File: src/rtl/clock_ratio_checker_sync_edge_detect.sv
// Two-flop synchronizer with registered rise/fall pulses, three cycles after an input change.
module sync_edge_detect (
  input  logic clk,
  input  logic rst,
  input  logic d,
  output logic rise,
  output logic fall
);

  logic s1, s2, s3;

  always_ff @(posedge clk or posedge rst) begin
    if (rst) begin
      s1   <= 1'b0;
      s2   <= 1'b0;
      s3   <= 1'b0;
      rise <= 1'b0;
      fall <= 1'b0;
    end else begin
      s1   <= d;
      s2   <= s1;
      s3   <= s2;
      rise <= s2 & ~s3;
      fall <= ~s2 & s3;
    end
  end

endmodule

File: config.mk
export PLATFORM = sky130hd
export DESIGN_NAME = sync_edge_detect
export DESIGN_NICKNAME = d
export VERILOG_FILES = /design/src/rtl/clock_ratio_checker_sync_edge_detect.sv
export SDC_FILE = /design/constraint.sdc
export NUM_CORES = 1
export LEC_CHECK = 0
export BUFFER_PORTS_ARGS = -buffer_cell sky130_fd_sc_hd__buf_4
export CAP_MARGIN = 20
export CORE_AREA = 2 2 39 41
export DETAILED_ROUTE_END_ITERATION = 12
export DIE_AREA = 0 0 41 43
export PLACE_DENSITY = 0.32
export SLEW_MARGIN = 25
export SYNTH_ARGS = -nofsm -noshare
export SYNTH_HDL_FRONTEND = slang
export SYNTH_SLANG_ARGS = --single-unit
File: constraint.sdc
create_clock -name clk -period 0.8 [get_ports clk]
set_clock_uncertainty 0.1 [all_clocks]
set_input_delay 0.16 -clock clk [delete_from_list [all_inputs] [get_ports clk]]
set_output_delay 0.16 -clock clk [all_outputs]
set_load 0.02 [all_outputs]
== Word-level counts from Yosys, hierarchy flattened ==
Cells that the tools add are included.

* Flip-flop bits (word level): 5
* Input port bits: 3
* Output and inout port bits: 2
* Word-level logic and storage cells: 9

* Bitwise logic cells: 4

{| class="wikitable"
|+ Operators by type and width
! operator !! count
|-
| AND 1 bit || 2
|-
| NOT 1 bit || 2
|}

== Longest topological paths before layout ==
Gate-level depths: netlist of run 1.

* Depth in word-level cells: 2
* Mapped depth: 1

== Worst setup path before layout of run 1 ==
No wires, ideal clock.

* Path type: register to register
* Start: reg s3
* End: reg fall
* Setup time: 0.120 ns
* Arrival time: 0.523 ns
* Slack: 0.057 ns
* Stages on the path, launching flop included: 2
* Path buffers: 0
* Path through: dfrtp_1 -> and2b_2

* Cells in the longest elaborated chain, start to end: 1

{| class="wikitable"
|+ Ends and longest elaborated chain
! what !! RTL line !! source
|-
| start: declaration || 10 || <nowiki>logic s1, s2, s3;</nowiki>
|-
| start signal: assignment || 16 || <nowiki>s3 <= 1'b0;</nowiki>
|-
| start signal: assignment || 22 || <nowiki>s3 <= s2;</nowiki>
|-
| AND 1 bit || 24 || <nowiki>fall <= ~s2 & s3;</nowiki>
|-
| end signal: assignment || 24 ||
|-
| end: declaration || 7 || <nowiki>output logic fall</nowiki>
|}

Every way passes these cells.

== Worst setup path after layout of run 1 ==
* Start: reg fall
* End: out fall

No word-level cell between the ends.

==> metrics.txt, run 1 <==
Yosys cell types=4; H-tree Lvls=1; Hold Fails Final Rpt=0; Syn Area/Cell=approximately 18 µm²; Hold Path Sink=s2$_DFF_PP0_; first-pass GRT wire length=372 µm; clock latency on the worst-skew pair=230 ps; max-cap viol count=0; setup bufs post-CTS=0; worst slew pin tran=192 ps; Worst R2R Setup Slack=roughly 40 ps; CP endpoint kind=output port; FF+latch count, synth=5; cell family with most CP delay=flip-flops; Pleak=roughly 0.12 nW; share of cells above drive strength 1=0.444; dpl cells=28; RSZ-0062 raised after global routing=true; Post-synth top cells=5 x dfrtp_1, 1 x and2b_2, 1 x inv_1, 1 x nor2b_1; Sequential cell area=125 µm²; failing checks=negative setup slack; Util after Layout=0.179; Ys Warns=0; Reg-to-Reg End=fall$_DFF_PP0_; std cell rows=14; CTS Buf Count=3; ys flop type=dfrtp_1; VDD IR max=1070 µV; critical path type=reg2out; antenna fix cells=0; ranking of synthesized cells by area=dfrtp_1 87%, and2b_2 6.1%, nor2b_1 4.3%, inv_1 2.6%; most numerous cell in the Yosys netlist=dfrtp_1; HP Start=s1$_DFF_PP0_; Mapped Nets=11; Detailed Route Iter0 Violations=3; PwrDens=about 2400 mW/mm²; Finished Layout Cells=34; crit path DAT=around 730 ps; IO Count=5; die height=~43 µm; # DRC=0; top-area cell type share of the netlist area=0.870; Clock Path Buffers=2; crit-path cells=buf_6; fillers=143; cells on worst reg2reg path=1; initial antenna violation count=0; setup ws final=-192 ps; FFs w/ async S/R, synth=1.00; placed inst area=194 µm²; Area growth syn-to-layout=72.2%; slowest CP cell=dfrtp_1; fin crit share=1.24; Core Area=~0.0014 mm²; routed len/inst=about 6 µm; Post-synth EDFFs=0; CP Data Required Time=540 ps; CTS Sinks=5; grt ovf=0; CTS tree=done; number of vias per cell=roughly 2.6; Critical Path Max Stage Delay=between 300 and 400 ps; FMAX=1010 MHz; vias in the first global route=101; drt total wl=slightly above 200 µm; initial core utilization=0.104; Worst Path Buf+Inv=1; DIE WIDTH=41 µm; die area=0.00176 mm²; cell taking the most area after synthesis=dfrtp_1; Slew Viols, Final=0; drt first pass iters=2; # port buffers=4; CTS clock-pin slew for the worst setup and hold paths=around 40 ps; combined area of the multi-input logic cells=roughly 15 µm²; max_slew headroom=0.872; final total power=~0.0006 W; Final min period=992 ps; FF-to-FF Start=s2$_DFF_PP0_; GRT Util Overall=0.0384; largest net degree at the start of global routing=6; crit-path max FO=1; GPL Wtd Cong=a little under 0.6; Mapped Cells=8; mapped cell area=~140 µm²; clock root cell=clkbuf_4; vias after detailed routing=between 80 and 90; count of final setup violators=3; status=finished, violations left; post-route ant nets=0; Worst Setup Start Kind=flop; hold path cells=0; Final Cell Area=about 250 µm²; number of nets in the final layout=22; worst hold path type=reg2reg; sequential fraction of the synthesis area=0.870
==> flip-flops by register name, summed over array words and instances, names as in the netlist <==
name  flops
rise      1
fall      1
s2        1
s1        1
s3        1
==> cell usage in the layout (no fill, tap or decap), drive strengths merged <==
master	instances
and2b	1
buf	4
clkbuf	4
dfrtp	5
dlygate4sd3	2
inv	1
nor2b	1
==> how the worst max path moves through the flow <==
stage                                 to  slack, ps      startpoint  cells after the start
after floorplan           fall$_DFF_PP0_         60    s3$_DFF_PP0_                      1
after global placement    fall$_DFF_PP0_         50    s2$_DFF_PP0_                      1
after detailed placement  fall$_DFF_PP0_         30    s2$_DFF_PP0_                      1
after CTS                           fall       -200  fall$_DFF_PP0_                      1
after global routing                fall       -230  fall$_DFF_PP0_                      1
final                               fall       -190  fall$_DFF_PP0_                      1
==> logic make-up after synthesis <==
group | share of synthesized area
and+or+nand+nor | 0.104
DFF | 0.870
buffers and inverters | 0.0261
==> metal layers <==
| metal | vias to the layer above | global-route usage | routed length, µm |
|---|---|---|---|
| met2 | 7 | 0.0531 | 76 |
| met3 | 0 | 0.0628 | 41 |
| met5 | - | 0 | 0 |
| met4 | 0 | 0.0200 | 0 |
| met1 | 38 | 0.0197 | 88 |
| li1 | 42 | - | - |
==> power breakdown <==
part / total, W / internal (W) / leakage, nW / switching [W]
Combinational: 0.0000423 / 0.0000257 / 0.0427 / 0.0000165
Clock: 0.000284 / 0.000188 / 0.0150 / 0.0000963
Sequential: 0.000272 / 0.000267 / 0.0607 / 0.00000550
==> area by class of cell <==
class / count / area share
clock buffers: 4 / 0.106
inverters: 1 / 0.0152
multi-input cells: 2 / 0.0606
flip-flops and latches: 5 / 0.505
well taps: 16 / 0.0808
repair buffers: 6 / 0.232
==> what timing repair did <==
| item | in CTS | in global routing |
|---|---|---|
| hold buffers | 2 | 0 |
| endpoints found under the hold margin | 6 | 0 |
| resized for setup | 2 | 0 |
| endpoints found under the setup margin | 2 | 2 |
| gates cloned | 0 | 0 |
==> per-stage QoR <==
stage | worst slack (ps) | TNS [ps] | hold slack [ps]
finish | -192 | -382 | 249
global route | -234 | -458 | 263
CTS | -204 | -403 | 252
detailed placement | 27.5 | 0 | -22.1
global placement | 53.0 | 0 | -35.2
floorplan | 57.3 | 0 | -161
Power figures use the tool's default switching activity.
==> run 2, diff against run 1 <==
--- a/config.mk
+++ b/config.mk
@@ -11,6 +11,7 @@
 export DETAILED_ROUTE_END_ITERATION = 12
 export DIE_AREA = 0 0 41 43
 export PLACE_DENSITY = 0.32
+export SETUP_SLACK_MARGIN = 0.2
 export SLEW_MARGIN = 25
 export SYNTH_ARGS = -nofsm -noshare
 export SYNTH_HDL_FRONTEND = slang
==> run 2 against run 1 <==
Effect of this change:
- the run ends with negative hold slack, negative setup slack left
- maximum frequency is 0.13% lower
- sequential cell count did not move
- total power decreased by 0.19%
- combinational power shrank 6.1%
- final cell count fell by 2.9%
- routed wire length shrank 0.97%
- via count down 3.4%
- global-route usage unchanged
- worst hold slack worse by 530 ps
- critical path depth is the same
- critical endpoint unchanged
- largest power group unchanged
==> metrics.txt, run 2 (synthesized netlist as in run 1, its figures left out) <==
DIE WIDTH=between 40 and 50 µm; Hold Fails Final Rpt=6; initial antenna violation count=0; clock latency on the worst-skew pair=about 240 ps; H-tree Lvls=1; Reg power frac=0.456; worst slew pin tran=between 200 and 250 ps; Clock Power Share=0.477; Final Cell Area=around 240 µm²; Reg-to-Reg End=fall$_DFF_PP0_; crit-path max FO=1; worst hold path type=in2async; RSZ-0062 raised after global routing=true; drt first pass iters=1; most frequent cells in the layout=5 x dfrtp_1, 3 x clkbuf_4, 3 x buf_6, 2 x buf_4; fin crit share=1.24; Worst R2R Setup Slack=approximately 20 ps; # port buffers=4; setup ws final=-193 ps; critical path type=reg2out; switching part of the total=0.199; share of cells above drive strength 1=0.529; Detailed Route Iter0 Violations=0; Slew Viols, Final=0; Worst Setup Start Kind=flop; GRT Util Overall=0.0384; # DRC=0; max-cap viol count=0; final total power=about 0.0006 W; Area growth syn-to-layout=66.1%; number of vias per cell=~2.5; FMAX=around 1000 MHz; Final min period=slightly below 1000 ps; cells on worst reg2reg path=1; CTS Buf Count=3; first-pass GRT wire length=~370 µm; combined area of the multi-input logic cells=approximately 15 µm²; die area=approximately 0.0018 mm²; CTS clock-pin slew for the worst setup and hold paths=~40 ps; std cell rows=14; IO Count=5; number of nets in the final layout=21; slowest CP cell=dfrtp_1; largest net degree at the start of global routing=6; die height=around 43 µm; CTS Sinks=5; grt ovf=0; GPL Wtd Cong=0.580; initial core utilization=0.104; post-route ant nets=0; CTS tree=done; VDD IR max=roughly 1100 µV; failing checks=negative hold slack, negative setup slack; Core Area=0.00138 mm²; Worst Path Buf+Inv=1; vias after detailed routing=84; Sequential cell area=~130 µm²; antenna fix cells=0; crit path DAT=around 730 ps; vias in the first global route=95; max_slew headroom=0.866; Critical Path Max Stage Delay=about 370 ps; crit-path cells=buf_6; Clock Path Buffers=2; status=finished, violations left; placed inst area=194 µm²; CP endpoint kind=output port; cell family with most CP delay=flip-flops; count of final setup violators=2; switching pwr=roughly 0.00012 W; clock root cell=clkbuf_4; dpl cells=28; Pleak=between 0.1 and 0.15 nW; fillers=~150; Setup TNS=-384 ps; Finished Layout Cells=33; worst hold slack=-278 ps; routed len/inst=slightly above 6 µm; CP Data Required Time=about 540 ps; PwrDens=between 2000 and 3000 mW/mm²; commonest non-fill, non-tap cell in the layout=dfrtp_1; FF-to-FF Start=s2$_DFF_PP0_; Gate power share=0.066; drt total wl=204 µm; P_int=0.000479 W
[run 2: how the worst max path moves through the flow]
stage,cells after the start,end,startpoint
3_3_place_gp,1,fall$_DFF_PP0_,s2$_DFF_PP0_
6_report,1,fall,fall$_DFF_PP0_
5_1_grt,1,fall,fall$_DFF_PP0_
4_1_cts,1,fall,fall$_DFF_PP0_
2_1_floorplan,1,fall$_DFF_PP0_,s3$_DFF_PP0_
3_5_place_dp,1,fall$_DFF_PP0_,s2$_DFF_PP0_
[run 2: per-stage QoR]
stage | utilization | setup slack, ps
floorplan | - | 57.3
global placement | 0.140 | 53.0
detailed placement | 0.140 | 27.5
CTS | 0.170 | -204
global route | 0.173 | -234
finish | 0.173 | -193
[run 2: final cells by class]
cell class,count,share of cell area
multi-input combinational,2,0.0628
clock buffer,4,0.110
sequential,5,0.524
tap,16,0.0838
inverter,1,0.0157
timing repair buffer,5,0.204
[run 2: power by group through the flow]
stage | clock network (W) | registers, W | logic (W)
floorplan | 0 | 0.000281 | 0.00000835
CTS | 0.000297 | 0.000273 | 0.0000389
global placement | 0 | 0.000274 | 0.0000311
global route | 0.000333 | 0.000274 | 0.0000437
finish | 0.000285 | 0.000273 | 0.0000397
detailed placement | 0 | 0.000275 | 0.0000321
[run 2: per-layer routing]
layer	track usage	vias up	share of wire
met1	0.0262	37	0.45
met3	0.0628	0	0.21
met2	0.0469	7	0.34
li1	-	40	-
met4	0.0200	0	0
met5	0	-	0
[run 2: timing repair]
item | CTS | global route
setup endpoints to repair | 5 | 5
pin swaps | 0 | 0
gates resized for setup | 2 | 1
buffers inserted | 1 | 0
endpoints found under the hold margin | 6 | 6
==> run 3, diff against run 2 <==
--- a/config.mk
+++ b/config.mk
@@ -7,10 +7,12 @@
 export LEC_CHECK = 0
 export BUFFER_PORTS_ARGS = -buffer_cell sky130_fd_sc_hd__buf_4
 export CAP_MARGIN = 20
+export CELL_PAD_IN_SITES_DETAIL_PLACEMENT = 0
+export CELL_PAD_IN_SITES_GLOBAL_PLACEMENT = 1
 export CORE_AREA = 2 2 39 41
 export DETAILED_ROUTE_END_ITERATION = 12
 export DIE_AREA = 0 0 41 43
-export PLACE_DENSITY = 0.32
+export PLACE_DENSITY = 0.35
 export SETUP_SLACK_MARGIN = 0.2
 export SLEW_MARGIN = 25
 export SYNTH_ARGS = -nofsm -noshare
==> run 3 against run 2 <==
Effect of this change:
- the run still ends with negative hold slack, negative setup slack left
- maximum frequency is 0.62% lower
- cell area is 1.6% higher
- final cell count stayed put
- critical path type unchanged
- largest power group unchanged
- highest routed layer unchanged
==> metrics.txt, run 3 (synthesized netlist as in run 1, its figures left out) <==
switching pwr=~0.00012 W; P_int=around 0.00048 W; Final Cell Area=approximately 240 µm²; Final min period=between 900 and 1000 ps; clock root cell=clkbuf_4; H-tree Lvls=1; Area growth syn-to-layout=68.7%; CTS clock-pin slew for the worst setup and hold paths=approximately 40 ps; CTS tree=done; routed len/inst=roughly 5.9 µm; CP Data Required Time=around 540 ps; Core Area=0.00138 mm²; RSZ-0062 raised after global routing=true; largest net degree at the start of global routing=6; GRT Util Overall=0.0374; cell family with most CP delay=flip-flops; placed inst area=between 150 and 200 µm²; Reg power frac=0.455; Pleak=about 0.12 nW; initial core utilization=0.104; antenna fix cells=0; Hold Fails Final Rpt=6; std cell rows=14; PwrDens=approximately 2500 mW/mm²; die area=between 0.0015 and 0.002 mm²; CTS Buf Count=3; max_slew headroom=0.874; Gate power share=0.068; die height=between 40 and 50 µm; Util after Layout=0.175; crit-path max FO=1; fin crit share=1.25; share of cells above drive strength 1=0.588; worst hold path type=in2async; FMAX=around 1000 MHz; number of vias per cell=approximately 2.5; CTS Sinks=5; # port buffers=4; slowest CP cell=dfrtp_1; Setup TNS=-393 ps; switching part of the total=0.202; setup ws final=-199 ps; drt first pass iters=1; worst hold slack=-283 ps; vias after detailed routing=between 80 and 90; count of final setup violators=3; max-cap viol count=0; drt total wl=slightly below 200 µm; crit-path cells=buf_6; Slew Viols, Final=0; DIE WIDTH=41 µm; Clock Power Share=0.477; number of nets in the final layout=21; VDD IR max=around 1000 µV; initial antenna violation count=0; Worst Setup Start Kind=flop; clock latency on the worst-skew pair=~240 ps; CP endpoint kind=output port; grt ovf=0; worst slew pin tran=around 190 ps; post-route ant nets=0; Clock Path Buffers=2; critical path type=reg2out; # DRC=0; GPL Wtd Cong=~0.56; Critical Path Max Stage Delay=between 300 and 400 ps; crit path DAT=roughly 740 ps; status=finished, violations left; commonest non-fill, non-tap cell in the layout=dfrtp_1; Worst Path Buf+Inv=1; IO Count=5; most frequent cells in the layout=5 x dfrtp_1, 3 x clkbuf_4, 3 x buf_4, 2 x buf_6; failing checks=negative hold slack, negative setup slack; Detailed Route Iter0 Violations=0; vias in the first global route=around 110; first-pass GRT wire length=around 370 µm
[run 3: final timing paths]
path / startpoint / end / slack (ps) / cells past startpoint
worst min-delay path: rst / rise$_DFF_PP0_ / -280 / 2
max in group asynchronous: rst / s3$_DFF_PP0_ / 710 / 2
worst min register to register: s1$_DFF_PP0_ / s2$_DFF_PP0_ / 250 / 0
worst max register to register: s3$_DFF_PP0_ / fall$_DFF_PP0_ / 0 / 1
worst max-delay path: fall$_DFF_PP0_ / fall / -200 / 1
min in group clk: d / s1$_DFF_PP0_ / -70 / 1
[run 3: per-stage QoR]
step / std cells / total power [W] / hold slack (ps) / worst slack (ps)
6_report: 33 / 0.000602 / -283 / -199
5_1_grt: 33 / 0.000641 / -263 / -225
4_1_cts: 33 / 0.000606 / -280 / -208
3_5_place_dp: 28 / 0.000307 / -27.4 / 33.1
3_3_place_gp: 28 / 0.000305 / -34.9 / 52.3
2_1_floorplan: 8 / 0.000289 / -161 / 57.3
[run 3: layer usage]
metal | part of all wire | GRT usage | up-vias
met1 | 0.38 | 0.0296 | 36
met2 | 0.37 | 0.0500 | 8
li1 | - | - | 40
met3 | 0.24 | 0.0628 | 0
met5 | 0 | 0 | -
met4 | 0 | 0 | 0
[run 3: repair_timing]
action | CTS | global route
setup endpoints to repair | 5 | 5
cloned | 0 | 0
resized for setup | 2 | 2
setup buffers | 1 | 0
hold endpoints to repair | 6 | 6
[run 3: power by group through the flow]
stage          Sequential [W]  Combinational (W)  Clock [W]
4_1_cts              0.000272          0.0000394   0.000295
6_report             0.000274          0.0000410   0.000287
2_1_floorplan        0.000281         0.00000835          0
3_5_place_dp         0.000275          0.0000320          0
3_3_place_gp         0.000274          0.0000312          0
5_1_grt              0.000275          0.0000462   0.000320
[run 3: final cells by class]
type | count | area [µm²]
Inverter | 1 | 3.75
Clock buffer | 4 | 26.3
Multi-Input combinational cell | 2 | 22.5
Sequential cell | 5 | 125
Timing Repair Buffer | 5 | 45.0
Tap cell | 16 | 20.0
Fill cell | 144 | 1140
